[src/rtl/ft_pkg.sv]
// Shared opcodes, response tags and FSM encodings for the FT245 command
// controller and its TX scheduler.
package ft_pkg;

  localparam logic [7:0] OP_WR    = 8'h01;
  localparam logic [7:0] OP_RD    = 8'h02;
  localparam logic [7:0] OP_START = 8'h03;
  localparam logic [7:0] OP_ABORT = 8'h04;

  localparam logic [7:0] RSP_WR    = 8'h81;
  localparam logic [7:0] RSP_RD    = 8'h82;
  localparam logic [7:0] RSP_START = 8'h83;
  localparam logic [7:0] RSP_ABORT = 8'h84;
  localparam logic [7:0] RSP_ERR   = 8'hEE;

  typedef enum logic [2:0] {
    P_OP,
    P_ADDR,
    P_DATA,
    P_EXEC,
    P_RD
  } parse_state_t;

  typedef enum logic [2:0] {
    T_IDLE,
    T_RSP0,
    T_RSP1,
    T_PIX0,
    T_PIX1
  } tx_state_t;

  function automatic logic [7:0] rsp_tag(input logic [7:0] op);
    case (op)
      OP_WR:    rsp_tag = RSP_WR;
      OP_RD:    rsp_tag = RSP_RD;
      OP_START: rsp_tag = RSP_START;
      OP_ABORT: rsp_tag = RSP_ABORT;
      default:  rsp_tag = RSP_ERR;
    endcase
  endfunction

endpackage

[src/rtl/ft_cmd_ctrl_if.sv]
// FT245 FIFO port bundle: RX read side and TX write side on the system clock.
interface ft_cmd_ctrl_if;
  logic [7:0] rx_rdata;
  logic       rx_rempty;
  logic       rx_rinc;
  logic [7:0] tx_wdata;
  logic       tx_wfull;
  logic       tx_winc;

  modport master (
    input  rx_rdata, rx_rempty, tx_wfull,
    output rx_rinc, tx_wdata, tx_winc
  );

  modport slave (
    output rx_rdata, rx_rempty, tx_wfull,
    input  rx_rinc, tx_wdata, tx_winc
  );
endinterface

[src/rtl/ft_tx_sched.sv]
// TX FIFO write-port scheduler: sends 2-byte responses and 16-bit pixels,
// never splitting a pair, with responses winning only at idle.
module ft_tx_sched
  import ft_pkg::*;
(
  input  logic        clk,
  input  logic        rst,
  input  logic        rsp_set,
  input  logic [7:0]  rsp_b0,
  input  logic [7:0]  rsp_b1,
  output logic        rsp_pend,
  input  logic [15:0] pix_data,
  input  logic        pix_valid,
  output logic        pix_ready,
  input  logic        tx_wfull,
  output logic        tx_winc,
  output logic [7:0]  tx_wdata
);

  tx_state_t   state_q, state_d;
  logic        rsp_pend_q, rsp_pend_d;
  logic [7:0]  rsp0_q, rsp0_d;
  logic [7:0]  rsp1_q, rsp1_d;
  logic [15:0] pix_q, pix_d;

  assign rsp_pend = rsp_pend_q;

  always_ff @(posedge clk or posedge rst) begin
    if (rst) begin
      state_q    <= T_IDLE;
      rsp_pend_q <= 1'b0;
      rsp0_q     <= '0;
      rsp1_q     <= '0;
      pix_q      <= '0;
    end else begin
      state_q    <= state_d;
      rsp_pend_q <= rsp_pend_d;
      rsp0_q     <= rsp0_d;
      rsp1_q     <= rsp1_d;
      pix_q      <= pix_d;
    end
  end

  always_comb begin
    state_d    = state_q;
    rsp_pend_d = rsp_pend_q;
    rsp0_d     = rsp0_q;
    rsp1_d     = rsp1_q;
    pix_d      = pix_q;
    pix_ready  = 1'b0;
    tx_winc    = 1'b0;
    tx_wdata   = '0;

    case (state_q)
      T_IDLE: begin
        if (rsp_pend_q) begin
          state_d = T_RSP0;
        end else if (pix_valid) begin
          pix_ready = 1'b1;
          pix_d     = pix_data;
          state_d   = T_PIX0;
        end
      end
      T_RSP0: begin
        tx_wdata = rsp0_q;
        tx_winc  = !tx_wfull;
        if (tx_winc) state_d = T_RSP1;
      end
      T_RSP1: begin
        tx_wdata = rsp1_q;
        tx_winc  = !tx_wfull;
        if (tx_winc) begin
          rsp_pend_d = 1'b0;
          state_d    = T_IDLE;
        end
      end
      T_PIX0: begin
        tx_wdata = pix_q[15:8];
        tx_winc  = !tx_wfull;
        if (tx_winc) state_d = T_PIX1;
      end
      T_PIX1: begin
        tx_wdata = pix_q[7:0];
        tx_winc  = !tx_wfull;
        if (tx_winc) state_d = T_IDLE;
      end
      default: state_d = T_IDLE;
    endcase

    // A new response is loaded last so it can never be lost to a clear.
    if (rsp_set) begin
      rsp_pend_d = 1'b1;
      rsp0_d     = rsp_b0;
      rsp1_d     = rsp_b1;
    end
  end

endmodule

[src/rtl/ft_cmd_ctrl.sv]
// Host command parser for the FT245 link: decodes 3-byte frames into register
// bus cycles and readout pulses, and hands responses to the TX scheduler.
module ft_cmd_ctrl
  import ft_pkg::*;
#(
  parameter int ADDR_W  = 8,
  parameter int TIMEOUT = 65536
) (
  input  logic              clk,
  input  logic              rst,
  ft_cmd_ctrl_if.master     fifo,
  output logic [ADDR_W-1:0] reg_addr,
  output logic [7:0]        reg_wdata,
  output logic              reg_we,
  output logic              reg_re,
  input  logic [7:0]        reg_rdata,
  output logic              readout_start,
  output logic              readout_abort,
  input  logic [15:0]       pix_data,
  input  logic              pix_valid,
  output logic              pix_ready,
  output logic [7:0]        drop_cnt
);

  localparam int TW = (TIMEOUT > 1) ? $clog2(TIMEOUT) : 1;
  localparam logic [TW-1:0] TIMER_LAST = TW'(TIMEOUT - 1);

  parse_state_t      state_q, state_d;
  logic [7:0]        op_q, op_d;
  logic [ADDR_W-1:0] addr_q, addr_d;
  logic [7:0]        data_q, data_d;
  logic [TW-1:0]     timer_q, timer_d;
  logic [7:0]        drop_q, drop_d;
  logic              parsing;
  logic              rsp_pend;
  logic              rsp_set;
  logic [7:0]        rsp_b0, rsp_b1;

  assign reg_addr  = addr_q;
  assign reg_wdata = data_q;
  assign drop_cnt  = drop_q;

  always_ff @(posedge clk or posedge rst) begin
    if (rst) begin
      state_q <= P_OP;
      op_q    <= '0;
      addr_q  <= '0;
      data_q  <= '0;
      timer_q <= '0;
      drop_q  <= '0;
    end else begin
      state_q <= state_d;
      op_q    <= op_d;
      addr_q  <= addr_d;
      data_q  <= data_d;
      timer_q <= timer_d;
      drop_q  <= drop_d;
    end
  end

  always_comb begin
    state_d       = state_q;
    op_d          = op_q;
    addr_d        = addr_q;
    data_d        = data_q;
    timer_d       = '0;
    drop_d        = drop_q;
    reg_we        = 1'b0;
    reg_re        = 1'b0;
    readout_start = 1'b0;
    readout_abort = 1'b0;
    rsp_set       = 1'b0;
    rsp_b0        = '0;
    rsp_b1        = '0;

    parsing      = (state_q == P_OP) || (state_q == P_ADDR) || (state_q == P_DATA);
    fifo.rx_rinc = parsing && !fifo.rx_rempty && !rsp_pend;

    case (state_q)
      P_OP: begin
        if (fifo.rx_rinc) begin
          op_d    = fifo.rx_rdata;
          state_d = P_ADDR;
        end
      end
      P_ADDR, P_DATA: begin
        if (fifo.rx_rinc) begin
          if (state_q == P_ADDR) begin
            addr_d  = fifo.rx_rdata[ADDR_W-1:0];
            state_d = P_DATA;
          end else begin
            data_d  = fifo.rx_rdata;
            state_d = P_EXEC;
          end
        end else if (timer_q == TIMER_LAST) begin
          // Host stalled mid-frame: drop what we have and resync on the next byte.
          state_d = P_OP;
          op_d    = '0;
          addr_d  = '0;
          data_d  = '0;
          drop_d  = (drop_q == 8'hFF) ? drop_q : drop_q + 8'd1;
        end else if (fifo.rx_rempty) begin
          timer_d = timer_q + 1'b1;
        end else begin
          timer_d = timer_q;
        end
      end
      P_EXEC: begin
        state_d = P_OP;
        rsp_b0  = rsp_tag(op_q);
        case (op_q)
          OP_WR: begin
            reg_we  = 1'b1;
            rsp_set = 1'b1;
            rsp_b1  = 8'(addr_q);
          end
          OP_RD: begin
            reg_re  = 1'b1;
            state_d = P_RD;
          end
          OP_START: begin
            readout_start = 1'b1;
            rsp_set       = 1'b1;
          end
          OP_ABORT: begin
            readout_abort = 1'b1;
            rsp_set       = 1'b1;
          end
          default: begin
            rsp_set = 1'b1;
            rsp_b1  = op_q;
          end
        endcase
      end
      P_RD: begin
        rsp_set = 1'b1;
        rsp_b0  = RSP_RD;
        rsp_b1  = reg_rdata;
        state_d = P_OP;
      end
      default: state_d = P_OP;
    endcase
  end

  ft_tx_sched u_tx_sched (
    .clk       (clk),
    .rst       (rst),
    .rsp_set   (rsp_set),
    .rsp_b0    (rsp_b0),
    .rsp_b1    (rsp_b1),
    .rsp_pend  (rsp_pend),
    .pix_data  (pix_data),
    .pix_valid (pix_valid),
    .pix_ready (pix_ready),
    .tx_wfull  (fifo.tx_wfull),
    .tx_winc   (fifo.tx_winc),
    .tx_wdata  (fifo.tx_wdata)
  );

endmodule

[src/flat_wrapper.sv]
// flat-port wrapper written by rule: the top's interface ports become plain ports
module ft_cmd_ctrl_flat import ft_pkg::*;
#(
  parameter int ADDR_W  = 8,
  parameter int TIMEOUT = 65536
)
  (clk, rst, reg_addr, reg_wdata, reg_we, reg_re, reg_rdata, readout_start, readout_abort, pix_data, pix_valid, pix_ready, drop_cnt, fifo_rx_rdata, fifo_rx_rempty, fifo_tx_wfull, fifo_rx_rinc, fifo_tx_wdata, fifo_tx_winc);
  ft_cmd_ctrl_if fifo_i ();
  input  logic clk;
  input  logic rst;
  output logic [ADDR_W-1:0] reg_addr;
  output logic [7:0] reg_wdata;
  output logic reg_we;
  output logic reg_re;
  input  logic [7:0] reg_rdata;
  output logic readout_start;
  output logic readout_abort;
  input  logic [15:0] pix_data;
  input  logic pix_valid;
  output logic pix_ready;
  output logic [7:0] drop_cnt;
  input wire logic [$bits(fifo_i.rx_rdata)-1:0] fifo_rx_rdata;
  input wire logic [$bits(fifo_i.rx_rempty)-1:0] fifo_rx_rempty;
  input wire logic [$bits(fifo_i.tx_wfull)-1:0] fifo_tx_wfull;
  output wire logic [$bits(fifo_i.rx_rinc)-1:0] fifo_rx_rinc;
  output wire logic [$bits(fifo_i.tx_wdata)-1:0] fifo_tx_wdata;
  output wire logic [$bits(fifo_i.tx_winc)-1:0] fifo_tx_winc;
  assign fifo_i.rx_rdata = fifo_rx_rdata;
  assign fifo_i.rx_rempty = fifo_rx_rempty;
  assign fifo_i.tx_wfull = fifo_tx_wfull;
  assign fifo_rx_rinc = fifo_i.rx_rinc;
  assign fifo_tx_wdata = fifo_i.tx_wdata;
  assign fifo_tx_winc = fifo_i.tx_winc;
  ft_cmd_ctrl #(.ADDR_W(ADDR_W), .TIMEOUT(TIMEOUT)) u_core (.clk(clk), .rst(rst), .fifo(fifo_i), .reg_addr(reg_addr), .reg_wdata(reg_wdata), .reg_we(reg_we), .reg_re(reg_re), .reg_rdata(reg_rdata), .readout_start(readout_start), .readout_abort(readout_abort), .pix_data(pix_data), .pix_valid(pix_valid), .pix_ready(pix_ready), .drop_cnt(drop_cnt));
endmodule
[config.mk]
export PLATFORM = sky130hd
export DESIGN_NAME = ft_cmd_ctrl_flat
export DESIGN_NICKNAME = d
export VERILOG_FILES = /design/src/rtl/ft_pkg.sv /design/src/rtl/ft_cmd_ctrl_if.sv /design/src/rtl/ft_tx_sched.sv /design/src/rtl/ft_cmd_ctrl.sv /design/src/flat_wrapper.sv
export SDC_FILE = /design/constraint.sdc
export NUM_CORES = 1
export LEC_CHECK = 0
export CELL_PAD_IN_SITES_DETAIL_PLACEMENT = 2
export CELL_PAD_IN_SITES_GLOBAL_PLACEMENT = 2
export CORE_UTILIZATION = 33
export DETAILED_ROUTE_END_ITERATION = 8
export PLACE_DENSITY_LB_ADDON = 0.1
export SETUP_SLACK_MARGIN = 0.02
export SLEW_MARGIN = 15
export SYNTH_ARGS = -nofsm -noshare
export SYNTH_HDL_FRONTEND = slang
export SYNTH_SLANG_ARGS = --single-unit
[constraint.sdc]
create_clock -name clk -period 3.7 [get_ports clk]
set_clock_uncertainty 0.1 [all_clocks]
set_input_delay 0.74 -clock clk [delete_from_list [all_inputs] [get_ports clk]]
set_output_delay 0.74 -clock clk [all_outputs]
set_load 0.05 [all_outputs]
After elaboration in Yosys (flattened, before gate mapping). Index checks and enable logic that the tools add are counted.

Bitwise logic cells: 3. Equality and inequality tests: 26. Multiplexer cells: 46. Reductions and logical operators: 24. Add/sub/neg operators: 2.

Operators by type and width (count): $mux W16 (4); $pmux W8 S2 (4); $mux W8 (7); $pmux W8 S4 (1); $pmux W7 S4 (1); $mux W3 (9); $mux W1 (17); $add A16 B1 Y16 const B (1); $eq A16 B16 Y1 const B (1); $eq A8 B2 Y1 const B (2); $eq A3 B2 Y1 const B (4); $ne A2 B2 Y1 const B (6); $pmux W3 S4 (1); $reduce_and A4 Y1 (3); $pmux W3 S3 (1); $reduce_and A3 Y1 (3); $add A8 B1 Y8 const B (1); $eq A8 B1 Y1 const B (1); $eq A8 B3 Y1 const B (1); $eq A8 B8 Y1 const B (1); $eq A3 B1 Y1 const B (2); $eq A3 B3 Y1 const B (2); $logic_not A3 Y1 (2); $ne A2 B1 Y1 const B (3); 13 further kinds (23).

Register bits: 87. Output and inout bits: 39.

Logic depth before layout (Yosys ltp). Gate-level depths: netlist of run 1.

Depth after elaboration: 7. Mapped depth: 7. Gate-level depth less buffers: 6.

Modules after synthesis. A second synthesis of run 1 with hierarchy kept.

Cell total of the unflattened synthesis: 379. Area total of the unflattened synthesis: 4351.7 um2.

By module, submodules not included: ft_cmd_ctrl (area an instance 2653.8 um2, cells each 256, instances 1); ft_tx_sched (area an instance 1697.9 um2, cells each 123, instances 1).

Worst setup path before layout of run 1. OpenSTA, ideal clock, no wires.

Path kind: input to output. Start: input fifo_rx_rempty. End: output fifo_rx_rinc. Buffers on the path: 0. Slack: 709 ps. Stages: 2. Arrival: 2151 ps. Cell sequence: or3_1 > a21oi_1.

Word-level cells in the longest chain between the ends: 3.

RTL lines: start, declared (line flat_wrapper.sv:23) `input wire logic [$bits(fifo_i.rx_rempty)-1:0] fifo_rx_rempty;`; $logic_not A1 Y1 (line ft_cmd_ctrl.sv:77) `fifo.rx_rinc = parsing && !fifo.rx_rempty && !rsp_pend;`; $logic_and A1 B1 Y1 (2 in a row) (line ft_cmd_ctrl.sv:77); end, declared (line flat_wrapper.sv:25) `output wire logic [$bits(fifo_i.rx_rinc)-1:0] fifo_rx_rinc;`.

Every way passes these cells.

Worst setup path after layout of run 1.
Start: register u_core.u_tx_sched.state_q[2]. End: output fifo_tx_wdata[2].

Word-level cells in the longest chain between the ends: 2.

RTL lines: start, declared (line ft_tx_sched.sv:20) `tx_state_t state_q, state_d;`; start signal, assigned (line ft_tx_sched.sv:36) `state_q <= state_d;`; $eq A3 B3 Y1, or another cell as far along (line ft_tx_sched.sv:54) `case (state_q)`; $pmux W8 S4 * (line ft_tx_sched.sv:54); end, declared (line flat_wrapper.sv:26) `output wire logic [$bits(fifo_i.tx_wdata)-1:0] fifo_tx_wdata;`.

Mark *: on every way between the ends. The rest lies on a longest branch, timed or not.

==> results of run 1 <==
-- cells by family (layout without fill, tap and decap cells) --
logic type	Yosys count	after routing	synth area share, %
AND/OR/NAND/NOR	140	140	18.42
multiplexers	28	28	7.627
XOR/XNOR	24	24	5.273
AO/OA/AOI/OAI	75	75	12.99
flip-flops	84	84	52.73
buffers and inverters	21	101	2.322
adder cells (fa/ha/maj)	2	2	0.6276
-- layer usage --
metal  part of all wire, %  vias up  GRT usage, %
met5                     0        -             0
li1                      -     1500             -
met2                    48       64         32.26
met1                    47     1585         25.66
met4                   1.6        0         7.568
met3                   3.2       11         3.538
-- area by class of cell --
| class | instances | share of cell area [%] |
|---|---|---|
| Clock buffer | 11 | 4.780 |
| Clock inverter | 4 | 2.272 |
| Timing Repair Buffer | 84 | 15.76 |
| Multi-Input combinational cell | 269 | 33.89 |
| Sequential cell | 84 | 39.75 |
| Inverter | 2 | 0.1656 |
| Tap cell | 143 | 3.384 |
-- stage by stage --
step | cell area [um^2] | setup slack, ns | instances
finish | 5288 | 0.2414 | 597
global route | 5288 | 0.1078 | 597
CTS | 5288 | 0.2242 | 597
detailed placement | 4915 | 0.6096 | 582
global placement | 4915 | 0.6291 | 582
floorplan | 3986 | 0.6949 | 374
-- synth_stat cells (10+ instances only) --
cell type                   n  area (um^2)
sky130_fd_sc_hd__nand3_1   12        60.06
sky130_fd_sc_hd__nand4_1   10        62.56
sky130_fd_sc_hd__nand2_1   39        146.4
sky130_fd_sc_hd__a21oi_1   14        70.07
sky130_fd_sc_hd__dfrtp_1   84         2102
sky130_fd_sc_hd__mux2_2    19        214.0
sky130_fd_sc_hd__nor2_1    36        135.1
sky130_fd_sc_hd__xor2_1    15        131.4
sky130_fd_sc_hd__o21ai_0   14        70.07
sky130_fd_sc_hd__clkbuf_1  12        45.04
sky130_fd_sc_hd__a22o_1    13        113.9
-- registers in the layout (all words and copies together) (netlist names), 3 cells and up --
register	count
u_core.u_tx_sched.pix_q	16
u_core.state_q	3
u_core.drop_cnt	8
u_core.u_tx_sched.rsp0_q	5
u_core.timer_q	16
u_core.reg_wdata	8
u_core.op_q	8
u_core.u_tx_sched.state_q	3
u_core.u_tx_sched.rsp1_q	8
u_core.reg_addr	8
-- worst max path at each step --
stage                                  from                 end  slack, ns  cells past startpoint
3_5_place_dp   u_core.u_tx_sched.state_q[2]    fifo_tx_wdata[2]       0.61                      4
3_3_place_gp                 fifo_rx_rempty        fifo_rx_rinc       0.63                      4
4_1_cts        u_core.u_tx_sched.state_q[2]    fifo_tx_wdata[2]       0.22                      4
2_1_floorplan                           rst  u_core.drop_cnt[0]       0.69                      1
5_1_grt        u_core.u_tx_sched.state_q[0]    fifo_tx_wdata[5]       0.11                      5
6_report       u_core.u_tx_sched.state_q[2]    fifo_tx_wdata[2]       0.24                      4
-- worst min-delay path: stages, from the launching register on --
cell                      delay, ns
sky130_fd_sc_hd__dfrtp_1       0.34
sky130_fd_sc_hd__nand2_1       0.05
sky130_fd_sc_hd__o21ai_0       0.06
-- power groups by stage --
stage / combinational [W] / sequential (W) / clock [W]
finish: 0.00182 / 0.00151 / 0.00112
global route: 0.00196 / 0.00156 / 0.00118
CTS: 0.00185 / 0.00152 / 0.00114
detailed placement: 0.00183 / 0.00152 / 0
global placement: 0.00178 / 0.00151 / 0
floorplan: 0.00111 / 0.00161 / 0
==> impl_table.tex, run 1 <==
\begin{tabular}{lr}
\hline
Metric & Value \\
\hline
\multicolumn{2}{l}{\textbf{Min path}} \\
Min-Delay Startpoint & u\_core.reg\_wdata[0] \\
Endpoint with the worst hold slack & u\_core.reg\_wdata[0] \\
Hold crit path type & reg2reg \\
Hold-critical path depth & 2 \\
\multicolumn{2}{l}{\textbf{Timing}} \\
Actual transition at the worst max-transition pin & roughly 1.0 ns \\
Final-layout worst hold slack & slightly below 0.4 ns \\
Maximum clock frequency & approximately 0.29 GHz \\
Unrepaired setup endpoints after global routing & no \\
Slew Limit Fails & 0 \\
Period utilisation layout & between 90\% and 100\% \\
Min Tclk post-route & approximately 3.5 ns \\
Total negative slack for setup checks & 0 ns \\
Count of endpoints failing setup in the final report & 0 \\
Slew margin rel. & between 30\% and 40\% \\
Fin. Hold Viols & 0 \\
\multicolumn{2}{l}{\textbf{Clock tree}} \\
Cts hold-fix bufs & 0 \\
Quantity of gates resized following cts & 0 \\
Clock sink total & 84 \\
Worst-Skew Late Latency & roughly 0.34 ns \\
Bufs on Longest Clock Path & 2 \\
Count of H-tree levels built during CTS & 3 \\
Clock-pin slew reported for the worst setup and hold paths after clock tree synthesis & 0.06 ns \\
Total CTS buffers & 9 \\
TritonCTS clock tree & built \\
CTS root buffer & sky130\_fd\_sc\_hd\_\_clkbuf\_16 \\
Buffer count from post-CTS setup fixing & 0 \\
\multicolumn{2}{l}{\textbf{Power and ir drop}} \\
Sw Pwr & between 0.0015 and 0.002 W \\
Int Pwr & roughly 0.0027 W \\
Reg power frac & between 30\% and 40\% \\
Total Power Consumption & roughly 0.0045 W \\
Peak VDD IR & 355.9 uV \\
Switching power as a share of total power & between 30\% and 40\% \\
Relative contribution of combinational cells to total power & about two fifths \\
Relative contribution of the clock network to total power & about a quarter \\
Leakage & roughly 2.2 nW \\
Power density over cell area & between 800 and 900 mW/mm\^{}2 \\
\multicolumn{2}{l}{\textbf{Place}} \\
Gpl congestion & around 0.75 \\
Count of buffers inserted at the top-level ports & 75 \\
Detailed placement HPWL & $\sim$8100 um \\
\multicolumn{2}{l}{\textbf{Yosys}} \\
Cell variety after synth & between 40 and 50 \\
Syn Inst Count & 374 \\
Syn\_nets & about 410 \\
Number of enable-type register cells in the synthesized netlist & 0 \\
Leading register cell type out of synthesis & sky130\_fd\_sc\_hd\_\_dfrtp\_1 \\
Average cell area after synthesis & between 10 and 15 um\^{}2 \\
Syn. warnings & 0 \\
Syn Std Cell Area & $\sim$0.0040 mm\^{}2 \\
Fraction of registers with async set/reset & 100.0\% \\
Seq/Total Area, Yosys & a little over half \\
Register bit count reported by yosys & 84 \\
\multicolumn{2}{l}{\textbf{Detailed routing}} \\
Total DRC errors in the routed layout & 6 \\
Via count & between 3000 and 4000 \\
Antenna Violating Nets Remaining & 0 \\
WL/cell & between 15 and 20 um \\
Average via count per standard cell & about 5.3 \\
Initial detailed-routing violation count & between 100 and 150 \\
Detailed-routing iteration count for the pre-antenna-repair pass & 6 \\
Routed wire length & around 11000 um \\
\multicolumn{2}{l}{\textbf{Layout}} \\
Final core utilization & a little under half \\
Most common cell after layout, fill and taps aside & sky130\_fd\_sc\_hd\_\_dfrtp\_1 \\
Filler cells & between 1000 and 1500 \\
Reg area & 0.002102 mm\^{}2 \\
Count of nets after finishing & 489 \\
Multi-input combinational cell area & 0.001792 mm\^{}2 \\
Highest-count cells in the layout ignoring fill and taps & sky130\_fd\_sc\_hd\_\_dfrtp\_1 (84), sky130\_fd\_sc\_hd\_\_clkdlybuf4s50\_1 (71), sky130\_fd\_sc\_hd\_\_nand2\_1 (39) \\
Fraction of layout instances using a drive strength above 1 & around an eighth \\
Layout Area Growth over Synthesis & 32.64\% \\
Antenna Diode Count & 0 \\
\multicolumn{2}{l}{\textbf{Critical path}} \\
Maximum fanout along the worst path & 8 \\
Cell count of the worst reg-to-reg path & 6 \\
Arrival time worst endpoint & 2.62 ns \\
Count of buffer and inverter cells on the critical path & 1 \\
Kind of start point of the critical path & flop \\
Startpoint-to-endpoint class of the critical path & reg2out \\
Worst path max stage delay & between 0.8 and 0.9 ns \\
Start of the worst register-to-register path & u\_core.timer\_q[0] \\
Sort of element at the end of the critical path & primary output \\
Reg2Reg Setup Slack & 1.35 ns \\
Data required, critical path & around 2.9 ns \\
Family with the most delay on the worst path & buffers and inverters \\
Highest-delay cell along the critical path & sky130\_fd\_sc\_hd\_\_clkdlybuf4s50\_1 \\
Cells along the critical path & nor2b\_1 -> a22oi\_1 -> o22ai\_1 -> clkdlybuf4s50\_1 \\
Reg2Reg Capture Point & u\_core.reg\_addr[3] \\
\multicolumn{2}{l}{\textbf{Die}} \\
Starting utilization of the core area & 34.32\% \\
Area of the core & about 0.012 mm\^{}2 \\
I/O Pins & between 70 and 80 \\
Std-Cell Rows & 39 \\
Die Wd & around 110 um \\
Die height & about 110 um \\
Die outline area & approximately 0.013 mm\^{}2 \\
\multicolumn{2}{l}{\textbf{Global route}} \\
Initial antenna violation count & 0 \\
GRT Util Overall & roughly 20\% \\
Congestion Overflow GR & 0 \\
Global-route wire length before repair & approximately 19000 um \\
Vias in the first global route & around 3600 \\
Largest net degree at the start of global routing & 36 \\
\multicolumn{2}{l}{\textbf{Job}} \\
Max-Cap Viols & 0 \\
\multicolumn{2}{l}{\textbf{Outcome}} \\
Outcome & finished with violations \\
Failing checks & design-rule violations \\
\hline
\end{tabular}
Note: power is estimated with default switching activity, not from simulation.
==> run 2, diff against run 1 <==
Settings changed: GPL_ROUTABILITY_DRIVEN set to 0, SKIP_LAST_GASP set to 1.
==> results of run 2 <==
The final DEF is identical to that of run 1; final timing and power are the same.
==> run 3, diff against run 2 <==
Settings changed: CAP_MARGIN set to 40.
==> run 3 against run 2 <==
The run still ends with design-rule violations left. Fmax grew 0.50%. Final area grew 0.28%. Clock power is essentially flat. Sequential share of layout area shrank 0.11 points. Total power shrank 0.26%. Final cell count grew 0.34%. Global-route usage shrank 0.20 points. Largest cell class unchanged. Largest power group unchanged.
==> impl_table.tex, run 3 (same netlist as run 1, synthesis figures left out) <==
\begin{tabular}{lr}
\hline
Metric & Value \\
\hline
\multicolumn{2}{l}{\textbf{Detailed routing}} \\
Detailed-routing iteration count for the pre-antenna-repair pass & 6 (unchanged) \\
Routed wire length & 11090 um (-0.89\%) \\
Via count & 3151 (-0.28\%) \\
Antenna Violating Nets Remaining & 0 (unchanged) \\
Average via count per standard cell & 5.260 (-0.62\%) \\
Total DRC errors in the routed layout & 6 (unchanged) \\
Initial detailed-routing violation count & 122 (+5.2\%) \\
WL/cell & 18.51 um (-1.2\%) \\
\multicolumn{2}{l}{\textbf{Min path}} \\
Hold crit path type & reg2reg \\
Min-Delay Startpoint & u\_core.reg\_wdata[1] \\
\multicolumn{2}{l}{\textbf{Power and ir drop}} \\
Peak VDD IR & 355.9 uV (about the same) \\
Total Power Consumption & 0.004443 W (-0.26\%) \\
Power density over cell area & 837.9 mW/mm\^{}2 (-0.55\%) \\
Leakage & 2.243 nW (+0.38\%) \\
\multicolumn{2}{l}{\textbf{Critical path}} \\
Sort of element at the end of the critical path & primary output \\
Maximum fanout along the worst path & 8 (unchanged) \\
Data required, critical path & 2.86 ns (about the same) \\
Kind of start point of the critical path & flop \\
Startpoint-to-endpoint class of the critical path & reg2out \\
Highest-delay cell along the critical path & sky130\_fd\_sc\_hd\_\_clkdlybuf4s50\_1 \\
Arrival time worst endpoint & 2.60 ns (-0.02 ns) \\
Cells along the critical path & nor2b\_1 -> a22oi\_1 -> o22ai\_1 -> clkdlybuf4s50\_1 \\
Worst setup path startpoint & u\_core.u\_tx\_sched.state\_q[2] \\
Start of the worst register-to-register path & u\_core.op\_q[6] \\
Worst path max stage delay & 0.84 ns (about the same) \\
\multicolumn{2}{l}{\textbf{Die}} \\
Starting utilization of the core area & 34.32\% (unchanged) \\
Area of the core & 0.01161 mm\^{}2 (unchanged) \\
Die outline area & 0.01252 mm\^{}2 (unchanged) \\
Die height & 111.9 um (unchanged) \\
Die Wd & 111.9 um (unchanged) \\
Std-Cell Rows & 39 (unchanged) \\
I/O Pins & 76 (unchanged) \\
\multicolumn{2}{l}{\textbf{Layout}} \\
Layout Area Growth over Synthesis & 33.02\% \\
Fraction of layout instances using a drive strength above 1 & 13.60\% (+0.38 points) \\
Highest-count cells in the layout ignoring fill and taps & sky130\_fd\_sc\_hd\_\_dfrtp\_1 (84), sky130\_fd\_sc\_hd\_\_clkdlybuf4s50\_1 (71), sky130\_fd\_sc\_hd\_\_nand2\_1 (39) \\
Count of nets after finishing & 491 (+0.41\%) \\
Biggest regs & u\_core.timer\_q: 16 flops, u\_core.u\_tx\_sched.pix\_q: 16 flops \\
Antenna Diode Count & 0 (unchanged) \\
Most common cell after layout, fill and taps aside & sky130\_fd\_sc\_hd\_\_dfrtp\_1 \\
\multicolumn{2}{l}{\textbf{Timing}} \\
Setup slack of the critical path after layout & 0.2585 ns (+0.01712 ns) \\
Maximum clock frequency & 0.2906 GHz (+0.50\%) \\
Count of endpoints failing setup in the final report & 0 (unchanged) \\
Fin. Hold Viols & 0 (unchanged) \\
Total negative slack for setup checks & 0 ns (unchanged) \\
Period utilisation layout & 93.01\% (-0.46 points) \\
Slew margin rel. & 54.62\% (+25 points) \\
Slew Limit Fails & 0 (unchanged) \\
Unrepaired setup endpoints after global routing & no \\
Actual transition at the worst max-transition pin & 0.6756 ns (-0.3742 ns) \\
Min Tclk post-route & 3.441 ns (-0.01712 ns) \\
\multicolumn{2}{l}{\textbf{Place}} \\
Count of buffers inserted at the top-level ports & 75 (unchanged) \\
Post-Place Setup Slack & 0.6053 ns (-0.004336 ns) \\
Detailed placement HPWL & 8257 um (+1.3\%) \\
\multicolumn{2}{l}{\textbf{Clock tree}} \\
Total CTS buffers & 9 (unchanged) \\
Quantity of gates resized following cts & 0 (unchanged) \\
Count of H-tree levels built during CTS & 3 (unchanged) \\
Clock-pin slew reported for the worst setup and hold paths after clock tree synthesis & 0.06 ns (about the same) \\
Cts hold-fix bufs & 0 (unchanged) \\
Clock sink total & 84 (unchanged) \\
Worst-Skew Late Latency & 0.34 ns (about the same) \\
TritonCTS clock tree & built \\
Buffer count from post-CTS setup fixing & 0 (unchanged) \\
Bufs on Longest Clock Path & 2 (unchanged) \\
CTS root buffer & sky130\_fd\_sc\_hd\_\_clkbuf\_16 \\
\multicolumn{2}{l}{\textbf{Global route}} \\
Global-route wire length before repair & 18860 um (-0.40\%) \\
GRT Util Overall & 19.41\% (-0.20 points) \\
Congestion Overflow GR & 0 (unchanged) \\
Vias in the first global route & 3516 (-1.2\%) \\
Largest net degree at the start of global routing & 36 (unchanged) \\
Initial antenna violation count & 0 (unchanged) \\
\multicolumn{2}{l}{\textbf{Job}} \\
Max-Cap Viols & 0 (unchanged) \\
\multicolumn{2}{l}{\textbf{Outcome}} \\
Failing checks & design-rule violations \\
Outcome & finished with violations \\
\hline
\end{tabular}
-- run 3: cell types whose count changed in the layout (fill, tap and decap cells not counted) --
| cell | previous run | this run |
|---|---|---|
| sky130_fd_sc_hd__buf_4 | 11 | 13 |
-- run 3: worst paths after layout --
path,slack (ns),depth (start not counted),end
worst min-delay path,0.39,2,u_core.reg_wdata[1]
max in group asynchronous,2.06,3,u_core.state_q[0]
worst max-delay path,0.26,4,fifo_tx_wdata[2]
worst max register to register,1.45,6,u_core.u_tx_sched.rsp0_q[1]
worst min register to register,0.39,2,u_core.reg_wdata[1]
min in group asynchronous,0.67,2,u_core.u_tx_sched.state_q[2]
-- run 3: report_power, final --
part | internal [W] | total (W) | leakage, nW | switching (W)
logic | 0.000733 | 0.00183 | 0.971 | 0.00109
clock network | 0.000761 | 0.00111 | 0.182 | 0.000347
registers | 0.00121 | 0.00151 | 1.09 | 0.000299
total | 0.00270 | 0.00444 | 2.24 | 0.00174
-- run 3: metrics by stage --
stage               instance area (um^2)  hold slack, ns  cells  utilization (%)
floorplan                           3986          0.3351    374                -
global placement                    4915          0.3619    582            42.32
detailed placement                  4930          0.3787    584            42.45
CTS                                 5303          0.3922    599            45.66
global route                        5303          0.4085    599            45.66
finish                              5303          0.3858    599            45.66
-- run 3: routing by layer --
layer  track usage, %  up-vias  share of wire (%)
li1                 -     1498                  -
met1            25.65     1573                 47
met2            31.72       66                 48
met3            3.321       14                3.4
met4            7.568        0                1.8
met5                0        -                  0
-- run 3: area by class of cell --
| type | count | area, um^2 |
|---|---|---|
| timing repair buffer | 86 | 848.3 |
| clock buffer | 11 | 252.7 |
| multi-input combinational | 269 | 1792 |
| clock inverter | 4 | 120.1 |
| sequential | 84 | 2102 |
| tap | 143 | 178.9 |
| inverter | 2 | 8.758 |
| fill | 1211 | 6311 |
-- run 3: critical path: cells and delay by family, from the launching register on --
| kind | cells | cell delay [ns] |
|---|---|---|
| AOI/OAI and AO/OA | 2 | 0.37 |
| buffers and inverters | 1 | 0.84 |
| DFF | 1 | 0.52 |
| and+or+nand+nor | 1 | 0.52 |
